$ cat src/rtl/s2p_load_ctrl_if.sv
// Host-side byte handshake plus shift/storage/OE pin bundle for the 8-bit
// serial-to-parallel output register sequencer.
interface s2p_load_ctrl_if #(
  parameter int DW = 8
);
  logic [DW-1:0] in_data;
  logic          in_valid;
  logic          in_ready;
  logic          out_en;
  logic          sin;
  logic          sh_en;
  logic          st_clk;
  logic          oe_n;
  logic          busy;
  logic          done;

  modport master (
    output in_data, in_valid, out_en,
    input  in_ready, sin, sh_en, st_clk, oe_n, busy, done
  );

  modport slave (
    input  in_data, in_valid, out_en,
    output in_ready, sin, sh_en, st_clk, oe_n, busy, done
  );
endinterface

$ cat src/rtl/s2p_load_ctrl.sv
// Serializes a byte MSB-first into a shift/storage register, strobes it to the
// output stage, then holds off for HOLD clocks. Option: S2P_LOAD_CTRL_BLANK_EN.
//
// state   | meaning
// S_IDLE  | ready for a byte (in_ready=1)
// S_SHIFT | clocking bits out, one sh_en pulse every DIV clocks
// S_LATCH | one-cycle storage strobe
// S_HOLD  | HOLD-cycle settle window, done on the last cycle
module s2p_load_ctrl #(
  parameter int DW   = 8,
  parameter int DIV  = 4,
  parameter int HOLD = 16
) (
  input logic            clk,
  input logic            rst_n,
  s2p_load_ctrl_if.slave bus
);
  localparam int DCW = (DIV > 1) ? $clog2(DIV) : 1;
  localparam int BCW = (DW > 1) ? $clog2(DW) : 1;
  localparam logic [DCW-1:0] DIV_LAST = DCW'(DIV - 1);
  localparam logic [DCW-1:0] DIV_PRE  = DCW'(DIV - 2);

  typedef enum logic [1:0] {S_IDLE, S_SHIFT, S_LATCH, S_HOLD} state_t;

  state_t        state;
  logic [DW-1:0] shadow;
  logic [DCW-1:0] div_cnt;
  logic [BCW-1:0] bit_cnt;
  logic [15:0]   hold_cnt;
  logic          loaded;
  logic          sh_en_q, st_clk_q, done_q, oe_n_q;

`ifdef S2P_LOAD_CTRL_BLANK_EN
  logic blank;
  // Blank from the acceptance edge through the last SHIFT cycle, so oe_n is
  // forced high for all of SHIFT and LATCH and returns in the first HOLD cycle.
  always_comb begin
    blank = 1'b0;
    if ((state == S_IDLE && bus.in_valid) || state == S_SHIFT) blank = 1'b1;
  end
`endif

  always_ff @(posedge clk or negedge rst_n) begin
    if (!rst_n) begin
      state    <= S_IDLE;
      shadow   <= '0;
      div_cnt  <= '0;
      bit_cnt  <= '0;
      hold_cnt <= '0;
      loaded   <= 1'b0;
      sh_en_q  <= 1'b0;
      st_clk_q <= 1'b0;
      done_q   <= 1'b0;
      oe_n_q   <= 1'b1;
    end else begin
      sh_en_q  <= 1'b0;
      st_clk_q <= 1'b0;
      done_q   <= 1'b0;
      case (state)
        S_IDLE: begin
          if (bus.in_valid) begin
            shadow  <= bus.in_data;
            bit_cnt <= BCW'(DW - 1);
            div_cnt <= '0;
            state   <= S_SHIFT;
          end
        end
        S_SHIFT: begin
          div_cnt <= (div_cnt == DIV_LAST) ? '0 : div_cnt + 1'b1;
          // Registered pulse is armed one count early so it lands on DIV_LAST.
          if (div_cnt == DIV_PRE) sh_en_q <= 1'b1;
          if (div_cnt == DIV_LAST) begin
            shadow  <= {shadow[DW-2:0], 1'b0};
            bit_cnt <= bit_cnt - 1'b1;
            if (bit_cnt == '0) begin
              state    <= S_LATCH;
              st_clk_q <= 1'b1;
            end
          end
        end
        S_LATCH: begin
          loaded   <= 1'b1;
          hold_cnt <= 16'(HOLD - 1);
          done_q   <= (HOLD == 1);
          state    <= S_HOLD;
        end
        S_HOLD: begin
          done_q <= (hold_cnt == 16'd1);
          if (hold_cnt == '0) state <= S_IDLE;
          else                hold_cnt <= hold_cnt - 1'b1;
        end
        default: state <= S_IDLE;
      endcase
`ifdef S2P_LOAD_CTRL_BLANK_EN
      oe_n_q <= blank ? 1'b1 : ~(bus.out_en & loaded);
`else
      oe_n_q <= ~(bus.out_en & loaded);
`endif
    end
  end

  assign bus.in_ready = (state == S_IDLE);
  assign bus.busy     = (state != S_IDLE);
  assign bus.sin      = shadow[DW-1];
  assign bus.sh_en    = sh_en_q;
  assign bus.st_clk   = st_clk_q;
  assign bus.done     = done_q;
  assign bus.oe_n     = oe_n_q;
endmodule

$ cat src/flat_wrapper.sv
// flat-port wrapper written by rule: the top's interface ports become plain ports
module s2p_load_ctrl_flat 
#(
  parameter int DW   = 8,
  parameter int DIV  = 4,
  parameter int HOLD = 16
)
  (clk, rst_n, bus_in_data, bus_in_valid, bus_out_en, bus_in_ready, bus_sin, bus_sh_en, bus_st_clk, bus_oe_n, bus_busy, bus_done);
  s2p_load_ctrl_if #(.DW(DW)) bus_i ();
  input logic clk;
  input logic rst_n;
  input wire logic [$bits(bus_i.in_data)-1:0] bus_in_data;
  input wire logic [$bits(bus_i.in_valid)-1:0] bus_in_valid;
  input wire logic [$bits(bus_i.out_en)-1:0] bus_out_en;
  output wire logic [$bits(bus_i.in_ready)-1:0] bus_in_ready;
  output wire logic [$bits(bus_i.sin)-1:0] bus_sin;
  output wire logic [$bits(bus_i.sh_en)-1:0] bus_sh_en;
  output wire logic [$bits(bus_i.st_clk)-1:0] bus_st_clk;
  output wire logic [$bits(bus_i.oe_n)-1:0] bus_oe_n;
  output wire logic [$bits(bus_i.busy)-1:0] bus_busy;
  output wire logic [$bits(bus_i.done)-1:0] bus_done;
  assign bus_i.in_data = bus_in_data;
  assign bus_i.in_valid = bus_in_valid;
  assign bus_i.out_en = bus_out_en;
  assign bus_in_ready = bus_i.in_ready;
  assign bus_sin = bus_i.sin;
  assign bus_sh_en = bus_i.sh_en;
  assign bus_st_clk = bus_i.st_clk;
  assign bus_oe_n = bus_i.oe_n;
  assign bus_busy = bus_i.busy;
  assign bus_done = bus_i.done;
  s2p_load_ctrl #(.DW(DW), .DIV(DIV), .HOLD(HOLD)) u_core (.clk(clk), .rst_n(rst_n), .bus(bus_i));
endmodule
$ cat config.mk
export PLATFORM = sky130hd
export DESIGN_NAME = s2p_load_ctrl_flat
export DESIGN_NICKNAME = d
export VERILOG_FILES = /design/src/rtl/s2p_load_ctrl_if.sv /design/src/rtl/s2p_load_ctrl.sv /design/src/flat_wrapper.sv
export SDC_FILE = /design/constraint.sdc
export NUM_CORES = 1
export LEC_CHECK = 0
export BUFFER_PORTS_ARGS = -buffer_cell sky130_fd_sc_hd__buf_2
export CORE_ASPECT_RATIO = 1.25
export CORE_MARGIN = 5
export CORE_UTILIZATION = 35
export CTS_CLUSTER_SIZE = 12
export DETAILED_ROUTE_END_ITERATION = 10
export SLEW_MARGIN = 0
export SYNTH_ARGS = -nofsm -noshare
export SYNTH_HDL_FRONTEND = slang
export SYNTH_SLANG_ARGS = --single-unit
$ cat constraint.sdc
create_clock -name clk -period 2.9 [get_ports clk]
set_input_delay 0.29 -clock clk [delete_from_list [all_inputs] [get_ports clk]]
set_output_delay 0.29 -clock clk [all_outputs]
set_load 0.02 [all_outputs]
# == Word level (Yosys, flattened, before mapping) ==
# Index checks and enable logic that the tools add are counted.
# totals
input_bits,12
word_cells,58
regBits,36
# classes
mux,22
bitwise,2
reduce_logical,10
addsub,3
eq_ne,11
# ops
op,count
$pmux W16 S2,1
$eq A16 B1 Y1 const B,1
$logic_not A16 Y1,1
$mux W16,1
$mux W8,2
$pmux W8 S2,1
$sub A16 B1 Y16 const B,1
$mux W2,6
$eq A2 B2 Y1 const B,4
$pmux W2 S4,1
$mux W1,6
$mux W3,2
$ne A2 B1 Y1 const B,3
$pmux W3 S2,1
$reduce_bool A2 Y1,3
$ne A2 B2 Y1 const B,2
$pmux W2 S2,1
$reduce_and A2 Y1,2
$reduce_and A4 Y1,1
$logic_not A3 Y1,1
$reduce_and A3 Y1,1
$sub A3 B1 Y3 const B,1
$add A2 B1 Y2 const B,1
$eq A2 B1 Y1 const B,1
3 further kinds,3

# == Longest topological paths before layout ==
# Gate-level depths: netlist of run 1.
# depth
ltp_word,4
mapped_depth,8
mapped_depth_nobuf,6

# == Worst setup path after synthesis of run 1 ==
# Ideal clock, no wire load.
# synth_path
path_kind,reg2reg
start,reg u_core.hold_cnt[0]
end,reg u_core.state[1]
stages_incl_launch_ff,7
synth_period_minus_slack_ns,2.246
path_slack_ns,0.654
required_ns,2.772
arrival_time_ns,2.118
path_cell_list,dfrtp_1 > inv_1 > ha_1 > or4b_1 > or4_4 > a211oi_2 > mux2_1
# synth_between
elab_chain_len,3
# synth_lines
element,line_no,rtl
"start, declared",s2p_load_ctrl.sv:29,logic [15:0] hold_cnt;
"start signal, assigned",s2p_load_ctrl.sv:83,hold_cnt <= 16'(HOLD - 1);
"start signal, assigned",s2p_load_ctrl.sv:90,else hold_cnt <= hold_cnt - 1'b1;
$logic_not A16 Y1,s2p_load_ctrl.sv:89,if (hold_cnt == '0) state <= S_IDLE;
$ne A2 B1 Y1 (no source line),-,
$reduce_and A4 Y1 (no source line),-,
"end signal, assigned",s2p_load_ctrl.sv:85,state <= S_HOLD;
"end signal, assigned",s2p_load_ctrl.sv:89,
"end signal, assigned",s2p_load_ctrl.sv:92,default: state <= S_IDLE;
"end, declared",s2p_load_ctrl.sv:25,state_t state;
# Every way passes these cells.
# A chain may end at the register's enable or synchronous reset.

# == Final worst setup path of run 1 ==
# Same ends and word-level chain as after synthesis.

==> results of run 1 <==
[through the flow]
step / instances / hold slack (ns) / setup slack, ns / cell area [sq um] / total power, mW
after global routing: 270 / 0.116 / 0.407 / 2130 / 1.94
after CTS: 270 / 0.112 / 0.521 / 2130 / 1.82
after floorplan: 185 / -0.00559 / 0.654 / 1880 / 1.27
after detailed placement: 262 / 0.374 / 0.534 / 2050 / 1.47
after global placement: 262 / 0.369 / 0.564 / 2050 / 1.45
final: 270 / 0.106 / 0.527 / 2130 / 1.78
[final cells by class]
class	count	area, sq um	area share
multi-input cells	131	912	0.428
inverters	12	45.0	0.0211
flip-flops and latches	36	902	0.423
clock inverters	1	5.00	0.00235
well taps	62	77.6	0.0364
clock buffers	7	76.3	0.0358
repair buffers	21	113	0.0528
[how the worst max path moves through the flow]
stage,to,slack [ns],cells after the start,startpoint
after floorplan,u_core.state[1]$_DFFE_PN0P_,0.65,6,u_core.hold_cnt[0]$_DFFE_PN0P_
after global routing,u_core.state[1]$_DFFE_PN0P_,0.41,6,u_core.hold_cnt[0]$_DFFE_PN0P_
final,u_core.state[1]$_DFFE_PN0P_,0.53,6,u_core.hold_cnt[0]$_DFFE_PN0P_
after CTS,u_core.state[1]$_DFFE_PN0P_,0.52,6,u_core.hold_cnt[0]$_DFFE_PN0P_
after global placement,u_core.state[1]$_DFFE_PN0P_,0.56,6,u_core.hold_cnt[0]$_DFFE_PN0P_
after detailed placement,u_core.state[1]$_DFFE_PN0P_,0.53,6,u_core.hold_cnt[0]$_DFFE_PN0P_
[sequential cells by signal (all words and copies together) (netlist names), 2 cells and up]
signal and flops:
u_core.bit_cnt 3, u_core.state 2, u_core.div_cnt 2, u_core.shadow 8, u_core.hold_cnt 16
[routing by layer]
metal	global-route usage	wire length, um	up-vias
met5	0	0	-
met4	0.0394	24	0
met3	0.0372	156	2
met2	0.189	1840	23
met1	0.135	1620	691
li1	-	-	710
[worst max-delay path: cells and delay by family, from the launching register on]
family | cells | cell delay (ns)
mux | 1 | 0.35
fa+ha+maj | 1 | 0.19
flops | 1 | 0.43
simple gates | 2 | 0.92
compound gates | 1 | 0.28
buf+inv | 1 | 0.08
[synthesized netlist by cell type (2+ instances only)]
cell,n,area (sq um)
nor2_1,16,60.1
nor4_1,2,12.5
nand2_1,13,48.8
a31oi_1,2,12.5
or4_4,3,33.8
o21ai_0,6,30.0
mux2i_1,15,150
nand3_1,5,25.0
or4_1,2,15.0
nor2b_1,3,18.8
or2_2,2,12.5
dfrtp_1,35,876
nand2b_1,3,18.8
o211ai_1,2,15.0
o31ai_1,4,30.0
a21oi_1,11,55.1
and2_1,2,12.5
o41ai_1,3,26.3
ha_1,10,125
clkbuf_1,4,15.0
or3_2,3,22.5
o311ai_0,3,26.3
nor3_1,7,35.0
inv_1,12,45.0
[power by group through the flow]
stage	Combinational (mW)	Clock, mW	Sequential (mW)
2_1_floorplan	0.537	0	0.731
3_3_place_gp	0.713	0	0.739
3_5_place_dp	0.726	0	0.742
4_1_cts	0.726	0.360	0.734
5_1_grt	0.803	0.383	0.752
6_report	0.709	0.343	0.732
[kinds of logic after synthesis]
| family | after synthesis | synth area share |
|---|---|---|
| compound gates | 36 | 0.129 |
| mux | 16 | 0.0857 |
| simple gates | 69 | 0.203 |
| flops | 36 | 0.479 |
| fa+ha+maj | 10 | 0.0664 |
| buf+inv | 18 | 0.0365 |
==> results.toml, run 1 <==
[status]
outcome = "finished clean"

[power_and_ir_drop]
clkPwrFrac = 0.192
vdd_ir_drop_max_uv = 429
p_comb_frac = 0.397
internal_power_mw = 1.10
powerDensity_nw_per_um2 = 837
leakage_nw = 1.00
p_seq_frac = 0.410
switching_share = 0.385
p_switching_uw = 688

[cts]
clkSinkCount = 36
worstSkewPairLatency_ns = 0.28
h-tree-depth = 2
clk_pin_slew_ns = 0.07
cts_tree = "done"
cts_buffers = 5
cts.repair.resized = 0
cts_root_buf = "clkbuf_8"
cts_setup_buffers = 0
hold_buffers = 0
clock_tree.buffer_depth = 2

[final_layout]
n_antenna_cell = 0
syn2layout_area_growth_pct = 13.2
final_nets = 229
drive_gt1_frac = 0.183
finish.utilization = 0.414
n_fill_cell = 526
final_common_cell = "dfrtp_1"
layout_common_cells = "dfrtp_1, buf_2, nor2_1"

[worst_setup_path]
crit_fanout = 6
critPathLaunchType = "flop"
cp-end-kind = "flop"
arrival_ns = 2.54
r2r_end = "u_core.state[1]$_DFFE_PN0P_"
critical_path.max_stage_delay_ns = 0.46
crit_required_ns = 3.07
cpMaxStageDelayCell = "or4b_1"
r2r_start = "u_core.hold_cnt[0]$_DFFE_PN0P_"
critical_path_class = "flop to flop"
ff2ff_path_depth = 6
r2r_setup_slack_ns = 0.53
path_cells = "inv_1 > ha_1 > or4b_1 > or4_4 > a211oi_2 > mux2_1"

[floorplan]
die_area_sq_um = 6960
io_pins = 19
fp-row-count = 29
die_w_um = 75.6
start_util = 0.365
die_height_um = 92.0
coreArea_sq_um = 5150

[synth]
ys_ff_latch = 36
synth-edff-count = 0
synth_area_sq_um = 1880
synth_fp_nets = 207
synthFlopType = "dfrtp_1"
yosysSeqAreaShare = 0.479
ys_async_sr_fraction = 1.00
postSynthCellCount = 185
syn_avg_cell_area_sq_um = 10.2
ys_types = 41
ys.warnings.count = 0

[global_route]
grt_max_degree = 37
grt_pass1_wl_um = 6200
grt_usage = 0.114
grt_overflow = 0
antenna_found_initial = 0
grt_pass1_vias = 1385

[sta]
drv_slew = 0
period_share = 0.818
worst_slew_pin_slew_ns = 0.830
max-slew-margin-rel = 0.447
hold_viol = 0
finalCriticalPeriod_ns = 2.37
setup_violations = 0
timing.setup.tns_ns = 0
fmax_ghz = 0.421
fin_worst_skew_ns = 0.00837
rsz0062_at_grt = "no"

[run]
maxCapViolations = 0

[placed_design]
portBuffers = 18
dp.final_hpwl_um = 2600
gp_congestion = 0.804

[routing]
routed_wl_um = 3640
antenna_left = 0
routed_via_density = 5.28
dr.pass1.iters = 4
drcViolationCount = 0
wire_per_inst_um = 13.5
first_iter_violations = 71
dr_total_vias = 1426

[min_path]
worstHoldPathType = "input pin to async pin"
Note: power is estimated with default switching activity, not from simulation.
==> run 2: changes to the inputs <==
Clock period 2.9 ns to 2.15 ns, I/O delays scaled along.
==> run 2 against run 1 <==
- the flow now finishes with violations (setup timing)
- first-iteration DRC count down 4.2%
- flip-flop and latch count unchanged
- worst setup slack worse by 0.60 ns
- critical path depth unchanged
- clock-buffer cell count down 2
- highest routed layer unchanged
==> results.toml, run 2 (synthesized netlist as in run 1, its figures left out) <==
[sta]
max-slew-margin-rel = 0.452
finalCriticalPeriod_ns = 2.23
period_share = 1.04
setup_violations = 1
fin_worst_skew_ns = 0.00534
drv_slew = 0
fmax_ghz = 0.449
hold_viol = 0
fin_ws_ns = -0.0780
rsz0062_at_grt = "yes"
worst_slew_pin_slew_ns = 0.821

[global_route]
grt_overflow = 0
grt_max_degree = 37
grt_usage = 0.128
antenna_found_initial = 0
grt_pass1_wl_um = 7030
grt_pass1_vias = 1532

[floorplan]
io_pins = 19
die_w_um = 75.6
start_util = 0.365
coreArea_sq_um = 5150
die_height_um = 92.0
fp-row-count = 29
die_area_sq_um = 6960

[routing]
antenna_left = 0
dr.pass1.iters = 4
first_iter_violations = 68
drcViolationCount = 0
routed_via_density = 5.08
routed_wl_um = 3860
dr_total_vias = 1503
wire_per_inst_um = 13.0

[power_and_ir_drop]
leakage_nw = 1.19
switching_share = 0.364
internal_power_mw = 1.75
vdd_ir_drop_max_uv = 781
powerDensity_nw_per_um2 = 1140
p_switching_mw = 1.00
p_comb_frac = 0.429
clkPwrFrac = 0.216
p_seq_frac = 0.356

[cts]
clkSinkCount = 36
h-tree-depth = 2
clk_pin_slew_ns = 0.08
cts_buffers = 5
clock_tree.buffer_depth = 2
cts_setup_buffers = 0
cts_tree = "done"
hold_buffers = 0
cts_root_buf = "clkbuf_8"
worstSkewPairLatency_ns = 0.28

[final_layout]
regMostFlops = "u_core.hold_cnt"
syn2layout_area_growth_pct = 28.6
layout_common_cells = "dfrtp_1, buf_4, buf_2"
n_antenna_cell = 0
regArea_sq_um = 902
final_cells = 296
multiInputGateArea_sq_um = 977
drive_gt1_frac = 0.329
final_common_cell = "dfrtp_1"
final_nets = 255
largestRegisters = "u_core.hold_cnt x16, u_core.shadow x8, u_core.bit_cnt x3"
largest_reg_flops = 16
n_fill_cell = 534

[worst_setup_path]
critPathLaunch = "u_core.hold_cnt[0]$_DFFE_PN0P_"
arrival_ns = 2.40
crit_required_ns = 2.32
critical_path_class = "flop to flop"
crit_fanout = 3
r2r_start = "u_core.hold_cnt[0]$_DFFE_PN0P_"
critPathLaunchType = "flop"
cp-end-kind = "flop"

[placed_design]
dp.final_hpwl_um = 2860
post-place-cells = 288
gp_congestion = 0.738
dp_slack_ns = -0.0706
portBuffers = 18

[status]
outcome = "complete, but fails checks"
failed_checks = "setup timing"

[run]
maxCapViolations = 0

[min_path]
worstHoldPathType = "input pin to async pin"
## run 2: layout make-up
type,count,area share
clock inverter,3,0.0176
clock buffer,5,0.0284
multi-input combinational,131,0.404
tap,62,0.0320
inverter,12,0.0186
sequential,36,0.373
timing repair buffer,47,0.127
## run 2: repair_timing
item / CTS / global route
resized for setup: 4 / 10
pin swaps: 0 / 3
endpoints found under the setup margin: 5 / 11
## run 2: power groups by stage
stage | logic (mW) | clock network [mW] | registers [mW]
2_1_floorplan | 0.726 | 0 | 0.987
3_3_place_gp | 1.12 | 0 | 0.977
3_5_place_dp | 1.13 | 0 | 0.987
4_1_cts | 1.16 | 0.613 | 0.971
5_1_grt | 1.35 | 0.642 | 1.01
6_report | 1.18 | 0.594 | 0.979
## run 2: worst max-delay path: stages (launching register included)
cell,delay (ns)
dfrtp_1,0.40
inv_1,0.07
ha_2,0.17
or4b_4,0.46
or4_4,0.46
a211oi_4,0.25
mux2_4,0.32
## run 2: layer usage
metal | wire length, um | global-route usage | vias up
li1 | - | - | 762
met1 | 1720 | 0.164 | 719
met2 | 2000 | 0.214 | 18
met3 | 107 | 0.0230 | 4
met4 | 40 | 0.0394 | 0
met5 | 0 | 0 | -
## run 2: final timing paths
path                                              endpoint  slack (ns)  cells after the start
setup / recovery               u_core.state[1]$_DFFE_PN0P_       -0.08                      6
hold / removal             u_core.hold_cnt[11]$_DFFE_PN0P_        0.02                      1
setup reg to reg               u_core.state[1]$_DFFE_PN0P_       -0.08                      6
hold reg to reg                  u_core.bus.oe_n$_DFF_PN1_        0.38                      1
max in group asynchronous     u_core.shadow[0]$_DFFE_PN0P_        1.61                      1
min in group clk                 u_core.bus.oe_n$_DFF_PN1_        0.05                      2
## run 2: stage by stage
step	util	instance area (sq um)	total power [mW]	setup TNS, ns	hold WS [ns]
CTS	0.461	2370	2.75	-0.0858	0.0376
detailed placement	0.436	2240	2.12	-0.109	0.345
global placement	0.436	2240	2.09	-0.0204	0.344
finish	0.470	2420	2.75	-0.0780	0.0245
global route	0.470	2420	3.00	-0.209	0.0570
floorplan	-	1880	1.71	-0.0700	-0.0806
